--- src/rtl/bvuge_bvmul_skolem_seq.sv ---
// rtl/bvuge_bvmul_skolem_seq.sv - sequential Skolem search for (a*x mod 2^W) >=/> b
module bvuge_bvmul_skolem_seq #(
    parameter int W         = 4,
    parameter int CMP_MODE  = 0,
    parameter int FAST_ZERO = 1
) (
    input  logic         clk,
    input  logic         rst_n,
    input  logic         in_valid,
    output logic         in_ready,
    input  logic [W-1:0] a,
    input  logic [W-1:0] b,
    input  logic         abort,
    output logic         out_valid,
    input  logic         out_ready,
    output logic [W-1:0] x,
    output logic         found,
    output logic [W:0]   iters
);

    typedef enum logic [1:0] {
        IDLE   = 2'd0,
        SEARCH = 2'd1,
        DONE   = 2'd2
    } state_t;

    state_t       state;
    state_t       state_nx;
    logic         live;
    logic [W-1:0] a_r;
    logic [W-1:0] b_r;
    logic [W-1:0] cnt;
    logic [W-1:0] prod;
    logic         hit;
    logic         last;
    logic         fast;
    logic         accept;

    // W-bit result context keeps exactly the low W bits of the full 2W-bit product
    assign prod   = a_r * cnt;
    assign hit    = (CMP_MODE != 0) ? (prod > b_r) : (prod >= b_r);
    assign last   = &cnt;
    assign fast   = (FAST_ZERO != 0) && (CMP_MODE == 0) && (b == '0);
    assign accept = in_valid && in_ready;

    // live holds in_ready low while reset is asserted even though state is IDLE
    always_ff @(posedge clk or negedge rst_n) begin
        if (!rst_n) begin
            state <= IDLE;
            live  <= 1'b0;
        end else begin
            state <= state_nx;
            live  <= 1'b1;
        end
    end

    always_comb begin
        state_nx = state;
        case (state)
            IDLE: begin
                if (accept) begin
                    state_nx = fast ? DONE : SEARCH;
                end
            end
            SEARCH: begin
                if (abort) begin
                    state_nx = IDLE;
                end else if (hit || last) begin
                    state_nx = DONE;
                end
            end
            DONE: begin
                if (abort || out_ready) begin
                    state_nx = IDLE;
                end
            end
            default: state_nx = IDLE;
        endcase
    end

    always_comb begin
        in_ready  = 1'b0;
        out_valid = 1'b0;
        case (state)
            IDLE:    in_ready  = live;
            DONE:    out_valid = 1'b1;
            default: begin
                in_ready  = 1'b0;
                out_valid = 1'b0;
            end
        endcase
    end

    always_ff @(posedge clk or negedge rst_n) begin
        if (!rst_n) begin
            a_r   <= '0;
            b_r   <= '0;
            cnt   <= '0;
            x     <= '0;
            found <= 1'b0;
            iters <= '0;
        end else begin
            case (state)
                IDLE: begin
                    if (accept) begin
                        a_r   <= a;
                        b_r   <= b;
                        cnt   <= '0;
                        x     <= '0;
                        found <= fast;
                        iters <= fast ? {{W{1'b0}}, 1'b1} : '0;
                    end
                end
                SEARCH: begin
                    if (abort) begin
                        x     <= '0;
                        found <= 1'b0;
                        iters <= '0;
                    end else begin
                        iters <= iters + 1'b1;
                        if (hit) begin
                            x     <= cnt;
                            found <= 1'b1;
                        end else if (last) begin
                            x     <= '0;
                            found <= 1'b0;
                        end else begin
                            cnt <= cnt + 1'b1;
                        end
                    end
                end
                DONE: begin
                    if (abort) begin
                        x     <= '0;
                        found <= 1'b0;
                        iters <= '0;
                    end
                end
                default: begin
                    x     <= '0;
                    found <= 1'b0;
                    iters <= '0;
                end
            endcase
        end
    end

endmodule

--- config.mk ---
export PLATFORM = sky130hd
export DESIGN_NAME = bvuge_bvmul_skolem_seq
export DESIGN_NICKNAME = d
export VERILOG_FILES = /design/src/rtl/bvuge_bvmul_skolem_seq.sv
export SDC_FILE = /design/constraint.sdc
export NUM_CORES = 1
export LEC_CHECK = 0
export CAP_MARGIN = 20
export CORE_MARGIN = 2
export CORE_UTILIZATION = 46
export DETAILED_ROUTE_END_ITERATION = 8
export PLACE_DENSITY = 0.83
export SYNTH_ARGS = -nofsm -noshare
export SYNTH_HDL_FRONTEND = slang
export SYNTH_SLANG_ARGS = --single-unit
--- constraint.sdc ---
create_clock -name clk -period 3 [get_ports clk]
set_input_delay 0.6 -clock clk [delete_from_list [all_inputs] [get_ports clk]]
set_output_delay 0.6 -clock clk [all_outputs]
set_load 0.05 [all_outputs]
Word-level counts from Yosys, hierarchy flattened
Index checks and enable logic that the tools add are counted.

word-level totals
  memories = 0
  bits in latches = 0
  ROM bits = 0
  logic and storage cells = 63
  output and inout bits = 12
  flip-flop bits (word level) = 25
  bits of input ports = 13
  memory bits (writable) = 0

operators by class
  reductions and logical operators = 12
  mux-type cells = 29
  div/mod/pow operators = 0
  shift operators = 0
  add/subtract/negate cells = 2
  magnitude comparators = 1
  $mul = 1
  equality and inequality tests = 10
  bitwise logic cells = 0

operator list
  cell                                            count
  2-to-1 mux 4 bit                                8
  2-to-1 mux 5 bit                                3
  one-hot mux 5 bit (3 select lines)              1
  inequality test 2 bit (second input constant)   6
  one-hot mux 4 bit (3 select lines)              1
  2-to-1 mux 2 bit                                5
  2-to-1 mux 1 bit                                8
  one-hot mux 4 bit (2 select lines)              1
  one-hot mux 2 bit (3 select lines)              1
  AND reduction 3 bit                             2
  adder 5 x 1 -> 5 bit (second input constant)    1
  AND reduction 5 bit                             1
  adder 4 x 1 -> 4 bit (second input constant)    1
  greater-or-equal comparator 4 bit               1
  zero test 4 bit                                 1
  multiplier 4 x 4 -> 4 bit                       1
  inequality test 4 bit (second input constant)   1
  AND reduction 2 bit                             2
  AND reduction 4 bit                             1
  inequality test 3 bit (second input constant)   1
  one-hot mux 1 bit (3 select lines)              1
  == test 2 x 1 -> 1 bit (second input constant)  1
  == test 2 bit (second input constant)           1
  zero test 2 bit                                 1
  other kinds (3)                                 4

Longest topological paths before layout
Gate-level depths: netlist of run 1.

  depth after elaboration = 6
  gate-level depth with buffers = 13
  gate-level depth less buffers = 13

Worst setup path after synthesis of run 1
Ideal clock, no wire load.

  path type = register to register
  start = register cnt[1]
  end = register cnt[1]
  data required time = 2.874 ns
  path buffers = 0
  arrival time = 2.987 ns
  slack = -0.113 ns
  library setup time = 0.126 ns
  stages on the path, launching flop included = 13
  period minus slack after synthesis = 3.113 ns
  cells stage by stage = dfrtp_1 and2_1 ha_1 ha_1 ha_1 xnor2_1 xnor2_1 xnor2_1 ha_1 a2111oi_4 o21ai_2 o311a_1 a311o_1

on the way
  longest elaborated chain between the ends = 5
  elaborated cells between the ends (all ways) = 11
  those cells by class = add/sub: 1; mul: 1; order compare: 1; eq/ne: 2; mux: 4; reduce/logical: 2

ends and longest elaborated chain
  item                                                                               line  RTL
  from (decl)                                                                        32    logic [W-1:0] cnt;
  from (signal assigned)                                                             128   cnt <= cnt + 1'b1;
  parallel branches: the longest is 5 deep, another holds multiplier 4 x 4 -> 4 bit  --

Parallel ways; which one is timed is not known. The select of a mux whose other input is x is not followed.
A chain may end at the register's enable or synchronous reset.

Final worst setup path of run 1
  start = register a_r[1]
  end = register cnt[1]

on the way
  longest elaborated chain between the ends = 4

ends and longest elaborated chain
  item                                    line  RTL
  from (decl)                             30    logic [W-1:0] a_r;
  from (signal assigned)                  96    a_r <= '0;
  from (signal assigned)                  106   a_r <= a;
  multiplier 4 x 4 -> 4 bit               40    assign prod = a_r * cnt;
  greater-or-equal comparator 4 bit       41    assign hit = (CMP_MODE != 0) ? (prod > b_r) : (prod >= b_r);
  inequality test 2 bit (no source line)  --
  AND reduction 5 bit (no source line)    --

Every way passes these cells.

==> results of run 1 <==
==> worst max-delay path, stage by stage, from the launching register on <==
cell	delay [ns]
sky130_fd_sc_hd__dfrtp_1	0.40
sky130_fd_sc_hd__and2_1	0.16
sky130_fd_sc_hd__ha_1	0.29
sky130_fd_sc_hd__ha_1	0.29
sky130_fd_sc_hd__ha_2	0.19
sky130_fd_sc_hd__xnor2_2	0.15
sky130_fd_sc_hd__xnor2_1	0.15
sky130_fd_sc_hd__xnor2_1	0.14
sky130_fd_sc_hd__ha_2	0.29
sky130_fd_sc_hd__o21a_1	0.13
sky130_fd_sc_hd__nor2_4	0.14
sky130_fd_sc_hd__o21ai_4	0.10
sky130_fd_sc_hd__o311a_1	0.29
sky130_fd_sc_hd__a311o_1	0.28
==> worst max path at each step <==
stage | end | slack (ns)
final | cnt[1] | -0.10
after global routing | cnt[1] | -0.23
after CTS | cnt[1] | -0.09
after detailed placement | cnt[1] | -0.10
after global placement | cnt[1] | -0.04
after floorplan | cnt[1] | -0.03
==> cell type report <==
class / instances / area, um^2 / area share [%]
inverters: 5 / 18.8 / 1.03
repair buffers: 35 / 327 / 18.0
well taps: 31 / 38.8 / 2.13
clock buffers: 4 / 26.3 / 1.45
flip-flops and latches: 25 / 626 / 34.4
multi-input cells: 112 / 782 / 43.0
==> logic make-up after synthesis <==
logic type | after synthesis
AND/OR/NAND/NOR | 61
AO/OA/AOI/OAI | 29
flip-flops | 25
adder cells (fa/ha/maj) | 10
buffers and inverters | 9
XOR/XNOR | 7
multiplexers | 4
other | 1
==> Yosys cell counts <==
library cell	number	area (um^2)
sky130_fd_sc_hd__a2111oi_4	1	27.5
sky130_fd_sc_hd__a211oi_1	1	7.51
sky130_fd_sc_hd__a21oi_1	2	10.0
sky130_fd_sc_hd__a22o_1	5	43.8
sky130_fd_sc_hd__a311o_1	1	10.0
sky130_fd_sc_hd__a31oi_1	1	6.26
sky130_fd_sc_hd__and2_1	7	43.8
sky130_fd_sc_hd__buf_4	1	7.51
sky130_fd_sc_hd__clkbuf_1	3	11.3
sky130_fd_sc_hd__conb_1	1	3.75
sky130_fd_sc_hd__dfrtp_1	25	626
sky130_fd_sc_hd__ha_1	10	125
sky130_fd_sc_hd__inv_1	5	18.8
sky130_fd_sc_hd__mux2_2	2	22.5
sky130_fd_sc_hd__mux2i_1	2	20.0
sky130_fd_sc_hd__nand2_1	30	113
sky130_fd_sc_hd__nand2b_4	1	13.8
sky130_fd_sc_hd__nand3_1	4	20.0
sky130_fd_sc_hd__nand4_1	1	6.26
sky130_fd_sc_hd__nor2_1	9	33.8
sky130_fd_sc_hd__nor2b_1	1	6.26
sky130_fd_sc_hd__nor3_1	5	25.0
sky130_fd_sc_hd__nor3b_1	1	7.51
sky130_fd_sc_hd__nor4_1	1	6.26
sky130_fd_sc_hd__o21a_1	2	15.0
sky130_fd_sc_hd__o21ai_0	12	60.1
sky130_fd_sc_hd__o21ai_2	1	8.76
sky130_fd_sc_hd__o21bai_2	1	11.3
sky130_fd_sc_hd__o22ai_1	1	6.26
sky130_fd_sc_hd__o311a_1	1	10.0
sky130_fd_sc_hd__or2_2	1	6.26
sky130_fd_sc_hd__xnor2_1	6	52.6
sky130_fd_sc_hd__xor2_1	1	8.76
==> registers in the layout, indices dropped and copies added, names as in the netlist <==
name and flops:
found 1, cnt 4, x 4, live 1, iters 5, a_r 4, b_r 4, state 2
==> timing repair <==
action	CTS	global route
endpoints found under the setup margin	6	10
pin swaps	2	0
resized for setup	3	5
setup buffers	0	1
==> cell usage in the layout (no fill, tap or decap), types with 2 or more instances in the layout <==
| master | netlist | layout |
|---|---|---|
| sky130_fd_sc_hd__a21oi_1 | 2 | 2 |
| sky130_fd_sc_hd__a22o_1 | 5 | 5 |
| sky130_fd_sc_hd__and2_1 | 7 | 7 |
| sky130_fd_sc_hd__buf_4 | 1 | 10 |
| sky130_fd_sc_hd__clkbuf_4 | 0 | 3 |
| sky130_fd_sc_hd__clkdlybuf4s50_1 | 0 | 24 |
| sky130_fd_sc_hd__dfrtp_1 | 25 | 25 |
| sky130_fd_sc_hd__ha_1 | 10 | 8 |
| sky130_fd_sc_hd__ha_2 | 0 | 2 |
| sky130_fd_sc_hd__inv_1 | 5 | 5 |
| sky130_fd_sc_hd__mux2i_1 | 2 | 2 |
| sky130_fd_sc_hd__nand2_1 | 30 | 30 |
| sky130_fd_sc_hd__nand3_1 | 4 | 4 |
| sky130_fd_sc_hd__nor2_1 | 9 | 8 |
| sky130_fd_sc_hd__nor3_1 | 5 | 4 |
| sky130_fd_sc_hd__o21a_1 | 2 | 2 |
| sky130_fd_sc_hd__o21ai_0 | 12 | 11 |
| sky130_fd_sc_hd__xnor2_1 | 6 | 5 |
==> stage by stage <==
step	area, um^2	worst slack [ns]	power, mW	util, %
2_1_floorplan	1420	-0.0348	1.15	-
3_3_place_gp	1750	-0.0380	1.41	61.9
3_5_place_dp	1750	-0.103	1.45	61.9
4_1_cts	1790	-0.0894	1.63	63.3
5_1_grt	1820	-0.231	1.83	64.3
6_report	1820	-0.102	1.71	64.3
==> routing by layer <==
metal	vias up	part of all wire, %
met4	0	1.5
li1	573	-
met2	29	52
met1	582	42
met5	-	0
met3	5	4.0
==> where the power goes <==
part	internal, mW	switching (mW)	leakage (nW)
Combinational	0.471	0.563	0.486
Clock	0.0523	0.103	0.0150
Sequential	0.435	0.0874	0.330
Total	0.958	0.754	0.832
==> flow_summary.html, run 1 <==
<table>
<tr><th>Metric</th><th>Value</th></tr>
<tr><th colspan="2">Clock tree</th></tr>
<tr><td>CTS tree</td><td>yes</td></tr>
<tr><td># H-tree levels</td><td>1</td></tr>
<tr><td>CTS root buf</td><td>sky130_fd_sc_hd__clkbuf_4</td></tr>
<tr><td>Clock Sinks</td><td>25</td></tr>
<tr><td>Insertion delay of the later-clocked pin in the worst-skew pair</td><td>0.33 ns</td></tr>
<tr><td>Worst-case clock buffer depth</td><td>2</td></tr>
<tr><td>Number of buffers inserted for hold repair after clock tree synthesis</td><td>0</td></tr>
<tr><td>CTS clock-pin slew for the worst setup and hold paths</td><td>0.13 ns</td></tr>
<tr><td>Number of buffers added by the clock tree synthesis step</td><td>3</td></tr>
<tr><th colspan="2">Detailed routing</th></tr>
<tr><td>Total wire length</td><td>3100 um</td></tr>
<tr><td>Number of vias per cell</td><td>5.61</td></tr>
<tr><td>Remaining number of nets flagged by the antenna check after routing</td><td>0</td></tr>
<tr><td>DR iter-0 viols</td><td>36</td></tr>
<tr><td>TritonRoute pass-1 iters</td><td>4</td></tr>
<tr><td>Post-detailed-route wirelength per cell</td><td>between 10 and 15 um</td></tr>
<tr><td>Vias</td><td>around 1200</td></tr>
<tr><td>Residual DRC</td><td>0</td></tr>
<tr><th colspan="2">Power and ir drop</th></tr>
<tr><td>Power density relative to cell area</td><td>941 mW/mm^2</td></tr>
<tr><td>VDD IR max</td><td>between 0.0006 and 0.0007 V</td></tr>
<tr><td>Static leakage</td><td>0.832 nW</td></tr>
<tr><th colspan="2">Synth</th></tr>
<tr><td>Share of the synthesized area in compound gates (AO/OA/AOI/OAI)</td><td>15.5%</td></tr>
<tr><td>#FFs+latches synth</td><td>25</td></tr>
<tr><td>Count of unique library cells instantiated by Yosys</td><td>33</td></tr>
<tr><td>Synthesized instance count</td><td>146</td></tr>
<tr><td>Synth Area in Adders</td><td>8.98%</td></tr>
<tr><td>Seq/Total Area, Yosys</td><td>about 45%</td></tr>
<tr><td>Mux contribution to synthesized area</td><td>3.05%</td></tr>
<tr><td>Ys Warns</td><td>0</td></tr>
<tr><td>Largest family of logic cells by synthesized area</td><td>simple AND/OR/NAND/NOR gates</td></tr>
<tr><td>Synth Area in Simple Gates</td><td>20.2%</td></tr>
<tr><td>Xor/xnor share of the synthesized area</td><td>4.40%</td></tr>
<tr><td>Total nets after synthesis</td><td>169</td></tr>
<tr><td>Mean cell area of the mapped netlist</td><td>around 9.5 um^2</td></tr>
<tr><td>Synthesized cell area</td><td>0.00139 mm^2</td></tr>
<tr><th colspan="2">STA</th></tr>
<tr><td>Final number of max-transition violations</td><td>0</td></tr>
<tr><td>Post-Route Skew</td><td>0.00133 ns</td></tr>
<tr><td>RSZ-0062 raised after global routing</td><td>yes</td></tr>
<tr><td>Setup violation total in the final timing report</td><td>8</td></tr>
<tr><td>Transition at the pin with the smallest max-transition slack</td><td>0.504 ns</td></tr>
<tr><td>Normalized max-slew margin</td><td>between 60% and 70%</td></tr>
<tr><td>Total negative slack</td><td>-0.438 ns</td></tr>
<tr><td>Number of hold violations in the final report</td><td>0</td></tr>
<tr><td>Min Tclk post-route</td><td>3.10 ns</td></tr>
<tr><td>Min Hold Slack</td><td>0.508 ns</td></tr>
<tr><td>Final worst slack</td><td>-0.102 ns</td></tr>
<tr><td>Final critical-path share of the clock period</td><td>103%</td></tr>
<tr><td>Fmax achieved</td><td>322 MHz</td></tr>
<tr><th colspan="2">Floorplanning</th></tr>
<tr><td>Starting density of the core</td><td>49.3%</td></tr>
<tr><td>Area inside the core boundary</td><td>0.00283 mm^2</td></tr>
<tr><td>Area of the die</td><td>between 0.003 and 0.004 mm^2</td></tr>
<tr><td>Floorplan die width</td><td>59.0 um</td></tr>
<tr><td>Number of placed I/O pins</td><td>25</td></tr>
<tr><td>Die height</td><td>59.0 um</td></tr>
<tr><td>Cell Rows</td><td>19</td></tr>
<tr><th colspan="2">Setup path</th></tr>
<tr><td>WP data arrival</td><td>roughly 3.3 ns</td></tr>
<tr><td>Capturing point of the worst reg2reg path</td><td>cnt[1]</td></tr>
<tr><td>Kind of end point of the critical path</td><td>flop</td></tr>
<tr><td>Classification of the worst setup path</td><td>flop to flop</td></tr>
<tr><td>Setup slack, reg-to-reg</td><td>-0.10 ns</td></tr>
<tr><td>Reg2reg start</td><td>a_r[1]</td></tr>
<tr><td>Element type at the critical path start</td><td>flop</td></tr>
<tr><td>Worst reg2reg path depth</td><td>13</td></tr>
<tr><td>Launch point of the worst path</td><td>a_r[1]</td></tr>
<tr><td>Required arrival time at the worst endpoint</td><td>around 3.2 ns</td></tr>
<tr><td>Worst-path fanout max</td><td>6</td></tr>
<tr><th colspan="2">Place</th></tr>
<tr><td>Half-perimeter wire length of the detailed placement result</td><td>2250 um</td></tr>
<tr><td>Quantity of I/O buffers inserted on ports</td><td>24</td></tr>
<tr><td>Placed cell count</td><td>~210</td></tr>
<tr><td>Gpl congestion</td><td>between 0.7 and 0.8</td></tr>
<tr><th colspan="2">GRT</th></tr>
<tr><td>Met3 demand-to-capacity share in global routing</td><td>3.06%</td></tr>
<tr><td>Via count of the first global-routing pass</td><td>1152</td></tr>
<tr><td>Global-route track usage on met2</td><td>between 30% and 40%</td></tr>
<tr><td>Initial antenna violation count</td><td>0</td></tr>
<tr><td>Combined global-route utilization of all metal layers</td><td>19.5%</td></tr>
<tr><td>Met1 GRT Util</td><td>22.8%</td></tr>
<tr><td>Largest net degree at the start of global routing</td><td>26</td></tr>
<tr><td>Peak-usage layer in the global routing report</td><td>met2</td></tr>
<tr><td>First-pass GRT wire length</td><td>~5100 um</td></tr>
<tr><td>Total gr overflow</td><td>0</td></tr>
<tr><th colspan="2">Final layout</th></tr>
<tr><td>Final standard cell count with taps included and fillers excluded</td><td>212</td></tr>
<tr><td>Layout overhead on the synthesized area</td><td>30.4%</td></tr>
<tr><td>Nets</td><td>between 200 and 250</td></tr>
<tr><td>Layout cell share with drive strength beyond 1</td><td>15.5%</td></tr>
<tr><td>Number of diodes added for antenna fixing</td><td>0</td></tr>
<tr><td>Filler instances</td><td>225</td></tr>
<tr><th colspan="2">Worst hold path</th></tr>
<tr><td>Hold Path Sink</td><td>b_r[0]</td></tr>
<tr><td>Worst min-delay path startpoint</td><td>b_r[0]</td></tr>
<tr><td>Hold-critical path depth</td><td>2</td></tr>
<tr><td>Hold crit path type</td><td>flop to flop</td></tr>
<tr><th colspan="2">Outcome</th></tr>
<tr><td>Outcome</td><td>complete, but fails checks</td></tr>
<tr><td>Failing checks</td><td>negative setup slack</td></tr>
<tr><th colspan="2">Job</th></tr>
<tr><td>Maxcap violations</td><td>0</td></tr>
</table>
Power figures use the tool's default switching activity.
==> run 2: changes to the inputs <==
--- a/config.mk
+++ b/config.mk
@@ -5,7 +5,6 @@
 export SDC_FILE = /design/constraint.sdc
 export NUM_CORES = 1
 export LEC_CHECK = 0
-export CAP_MARGIN = 20
 export CORE_MARGIN = 2
 export CORE_UTILIZATION = 46
 export DETAILED_ROUTE_END_ITERATION = 8
==> results of run 2 <==
The final DEF is identical to that of run 1; final timing and power are the same.
==> run 3: changes to the inputs <==
==> constraint.sdc (replaced) <==
create_clock -name clk -period 2.6 [get_ports clk]
set_input_delay 0.52 -clock clk [delete_from_list [all_inputs] [get_ports clk]]
set_output_delay 0.52 -clock clk [all_outputs]
set_load 0.05 [all_outputs]
==> flow_summary.html, run 3 (synthesis results as in run 1) <==
<table>
<tr><th>Metric</th><th>Value</th></tr>
<tr><th colspan="2">Outcome</th></tr>
<tr><td>Outcome</td><td>complete, but fails checks (unchanged)</td></tr>
<tr><td>Failing checks</td><td>negative setup slack (unchanged)</td></tr>
<tr><th colspan="2">Place</th></tr>
<tr><td>Placement Setup Slack</td><td>-0.502 ns (was -0.103 ns)</td></tr>
<tr><td>Post-place instance area</td><td>0.00177 mm^2 (was 0.00175 mm^2)</td></tr>
<tr><td>Gpl congestion</td><td>0.750 (was 0.741)</td></tr>
<tr><td>Half-perimeter wire length of the detailed placement result</td><td>2350 um (was 2250 um)</td></tr>
<tr><td>Quantity of I/O buffers inserted on ports</td><td>24 (unchanged)</td></tr>
<tr><th colspan="2">Detailed routing</th></tr>
<tr><td>Number of vias per cell</td><td>5.70 (was 5.61)</td></tr>
<tr><td>Residual DRC</td><td>0 (unchanged)</td></tr>
<tr><td>DR iter-0 viols</td><td>16 (was 36)</td></tr>
<tr><td>Vias</td><td>1214 (was 1189)</td></tr>
<tr><td>TritonRoute pass-1 iters</td><td>4 (unchanged)</td></tr>
<tr><td>Total wire length</td><td>3290 um (was 3100 um)</td></tr>
<tr><td>Post-detailed-route wirelength per cell</td><td>15.5 um (was 14.6 um)</td></tr>
<tr><td>Remaining number of nets flagged by the antenna check after routing</td><td>0 (unchanged)</td></tr>
<tr><th colspan="2">Setup path</th></tr>
<tr><td>Kind of end point of the critical path</td><td>flop (unchanged)</td></tr>
<tr><td>Worst-path fanout max</td><td>6 (unchanged)</td></tr>
<tr><td>Classification of the worst setup path</td><td>flop to flop (unchanged)</td></tr>
<tr><td>Worst reg2reg path depth</td><td>13 (unchanged)</td></tr>
<tr><td>Launch point of the worst path</td><td>a_r[1] (unchanged)</td></tr>
<tr><td>WP data arrival</td><td>3.36 ns (was 3.33 ns)</td></tr>
<tr><td>Required arrival time at the worst endpoint</td><td>2.84 ns (was 3.23 ns)</td></tr>
<tr><td>Setup slack, reg-to-reg</td><td>-0.52 ns (was -0.10 ns)</td></tr>
<tr><td>Critical Path Sink</td><td>cnt[1] (unchanged)</td></tr>
<tr><td>Element type at the critical path start</td><td>flop (unchanged)</td></tr>
<tr><td>Capturing point of the worst reg2reg path</td><td>cnt[1] (unchanged)</td></tr>
<tr><td>Reg2reg start</td><td>a_r[1] (unchanged)</td></tr>
<tr><th colspan="2">Final layout</th></tr>
<tr><td>Max FFs per register</td><td>5 (unchanged)</td></tr>
<tr><td>Layout overhead on the synthesized area</td><td>31.4% (was 30.4%)</td></tr>
<tr><td>Number of diodes added for antenna fixing</td><td>0 (unchanged)</td></tr>
<tr><td>Commonest cells after routing, fill and taps aside</td><td>30 x sky130_fd_sc_hd__nand2_1, 25 x sky130_fd_sc_hd__dfrtp_1, 23 x sky130_fd_sc_hd__clkdlybuf4s50_1 (was 30 x sky130_fd_sc_hd__nand2_1, 25 x sky130_fd_sc_hd__dfrtp_1, 24 x sky130_fd_sc_hd__clkdlybuf4s50_1)</td></tr>
<tr><td>Nets</td><td>206 (was 205)</td></tr>
<tr><td>Most flop-heavy register</td><td>iters (unchanged)</td></tr>
<tr><td>Post-Layout Inst Area</td><td>0.00183 mm^2 (was 0.00182 mm^2)</td></tr>
<tr><td>Util after Layout</td><td>64.8% (was 64.3%)</td></tr>
<tr><td>Most common cell after layout, fill and taps aside</td><td>sky130_fd_sc_hd__nand2_1 (unchanged)</td></tr>
<tr><td>Filler instances</td><td>221 (was 225)</td></tr>
<tr><td>Layout cell share with drive strength beyond 1</td><td>17.6% (was 15.5%)</td></tr>
<tr><th colspan="2">GRT</th></tr>
<tr><td>Initial antenna violation count</td><td>0 (unchanged)</td></tr>
<tr><td>Largest net degree at the start of global routing</td><td>26 (unchanged)</td></tr>
<tr><td>Combined global-route utilization of all metal layers</td><td>21.7% (was 19.5%)</td></tr>
<tr><td>Via count of the first global-routing pass</td><td>1265 (was 1152)</td></tr>
<tr><td>Total gr overflow</td><td>0 (unchanged)</td></tr>
<tr><td>First-pass GRT wire length</td><td>5690 um (was 5110 um)</td></tr>
<tr><th colspan="2">Floorplanning</th></tr>
<tr><td>Cell Rows</td><td>19 (unchanged)</td></tr>
<tr><td>Floorplan die width</td><td>59.0 um (unchanged)</td></tr>
<tr><td>Area of the die</td><td>0.00349 mm^2 (unchanged)</td></tr>
<tr><td>Number of placed I/O pins</td><td>25 (unchanged)</td></tr>
<tr><td>Die height</td><td>59.0 um (unchanged)</td></tr>
<tr><td>Area inside the core boundary</td><td>0.00283 mm^2 (unchanged)</td></tr>
<tr><td>Starting density of the core</td><td>49.3% (unchanged)</td></tr>
<tr><th colspan="2">Power and ir drop</th></tr>
<tr><td>Total power consumption of the routed design</td><td>1.97 mW (was 1.71 mW)</td></tr>
<tr><td>Static leakage</td><td>0.851 nW (was 0.832 nW)</td></tr>
<tr><td>Power density relative to cell area</td><td>1080 mW/mm^2 (was 941 mW/mm^2)</td></tr>
<tr><td>VDD IR max</td><td>0.000688 V (was 0.000624 V)</td></tr>
<tr><th colspan="2">Clock tree</th></tr>
<tr><td>CTS root buf</td><td>sky130_fd_sc_hd__clkbuf_4 (unchanged)</td></tr>
<tr><td>Worst-case clock buffer depth</td><td>2 (unchanged)</td></tr>
<tr><td>CTS tree</td><td>yes (unchanged)</td></tr>
<tr><td>Insertion delay of the later-clocked pin in the worst-skew pair</td><td>0.33 ns (about the same)</td></tr>
<tr><td>Clock Sinks</td><td>25 (unchanged)</td></tr>
<tr><td>Number of buffers added by the clock tree synthesis step</td><td>3 (unchanged)</td></tr>
<tr><td>CTS clock-pin slew for the worst setup and hold paths</td><td>0.14 ns (was 0.13 ns)</td></tr>
<tr><td># H-tree levels</td><td>1 (unchanged)</td></tr>
<tr><td>Number of buffers inserted for hold repair after clock tree synthesis</td><td>0 (unchanged)</td></tr>
<tr><th colspan="2">Worst hold path</th></tr>
<tr><td>Hold crit path type</td><td>flop to flop (unchanged)</td></tr>
<tr><td>Worst min-delay path startpoint</td><td>a_r[3] (was b_r[0])</td></tr>
<tr><th colspan="2">STA</th></tr>
<tr><td>Final critical-path share of the clock period</td><td>120% (was 103%)</td></tr>
<tr><td>Transition at the pin with the smallest max-transition slack</td><td>0.564 ns (was 0.504 ns)</td></tr>
<tr><td>Setup violation total in the final timing report</td><td>11 (was 8)</td></tr>
<tr><td>Min Tclk post-route</td><td>3.12 ns (was 3.10 ns)</td></tr>
<tr><td>Final number of max-transition violations</td><td>0 (unchanged)</td></tr>
<tr><td>Normalized max-slew margin</td><td>62.3% (was 66.1%)</td></tr>
<tr><td>Number of hold violations in the final report</td><td>0 (unchanged)</td></tr>
<tr><td>Post-Route Skew</td><td>0.00259 ns (was 0.00133 ns)</td></tr>
<tr><td>RSZ-0062 raised after global routing</td><td>yes (unchanged)</td></tr>
<tr><td>Total negative slack</td><td>-4.26 ns (was -0.438 ns)</td></tr>
<tr><td>Fmax achieved</td><td>320 MHz (was 322 MHz)</td></tr>
<tr><td>Final worst slack</td><td>-0.522 ns (was -0.102 ns)</td></tr>
<tr><th colspan="2">Job</th></tr>
<tr><td>Maxcap violations</td><td>0 (unchanged)</td></tr>
</table>
run 3: changes by cell type in the layout (fill, tap and decap cells not counted), sizes merged:
cell | before | now
dlymetal6s2s | 0 | 1
buf | 11 | 12
clkbuf | 4 | 3
clkdlybuf4s50 | 24 | 23
clkinv | 0 | 1
run 3: worst min path at each step:
| stage | to | slack [ns] | cells after the start |
|---|---|---|---|
| 6_report | a_r[3] | 0.51 | 2 |
| 5_1_grt | a_r[3] | 0.53 | 2 |
| 4_1_cts | a_r[3] | 0.51 | 2 |
| 3_5_place_dp | a_r[3] | 0.47 | 2 |
| 3_3_place_gp | a_r[3] | 0.47 | 2 |
| 2_1_floorplan | a_r[0] | 0.22 | 0 |
run 3: timing repair:
| action | CTS | global route |
|---|---|---|
| buffers inserted | 1 | 0 |
| resized for setup | 6 | 1 |
| pin swaps | 6 | 0 |
| setup endpoints to repair | 11 | 12 |
run 3: where the power goes:
group          switching, mW  total, mW  internal, mW
logic                  0.673       1.20         0.524
clock network          0.127      0.185        0.0579
registers             0.0895      0.591         0.502
total                  0.890       1.97          1.08
run 3: stage by stage:
step / instances / hold slack [ns]
3_3_place_gp: 208 / 0.466
4_1_cts: 213 / 0.508
2_1_floorplan: 146 / 0.224
3_5_place_dp: 208 / 0.475
5_1_grt: 213 / 0.533
6_report: 213 / 0.515
run 3: area by class of cell:
class | instances | area, um^2 | share of cell area, %
timing repair buffer | 36 | 333 | 18.2
clock buffer | 3 | 22.5 | 1.23
tap | 31 | 38.8 | 2.12
clock inverter | 1 | 5.00 | 0.273
inverter | 5 | 18.8 | 1.02
multi-input combinational | 112 | 788 | 43.0
sequential | 25 | 626 | 34.2
run 3: per-layer routing:
metal / share of wire [%] / GRT usage (%)
met2: 52 / 37.5
met3: 4.6 / 4.15
met1: 41 / 26.9
met4: 2.2 / 7.79
met5: 0 / 0
run 3: worst max-delay path: stages, from the launching register on:
cell	delay, ns
sky130_fd_sc_hd__dfrtp_1	0.40
sky130_fd_sc_hd__and2_1	0.15
sky130_fd_sc_hd__ha_1	0.30
sky130_fd_sc_hd__ha_1	0.29
sky130_fd_sc_hd__ha_2	0.19
sky130_fd_sc_hd__xnor2_2	0.13
sky130_fd_sc_hd__xnor2_1	0.18
sky130_fd_sc_hd__xnor2_1	0.16
sky130_fd_sc_hd__ha_2	0.30
sky130_fd_sc_hd__o21a_1	0.12
sky130_fd_sc_hd__nor2_2	0.15
sky130_fd_sc_hd__o21ai_4	0.10
sky130_fd_sc_hd__o311a_1	0.31
sky130_fd_sc_hd__a311o_1	0.26
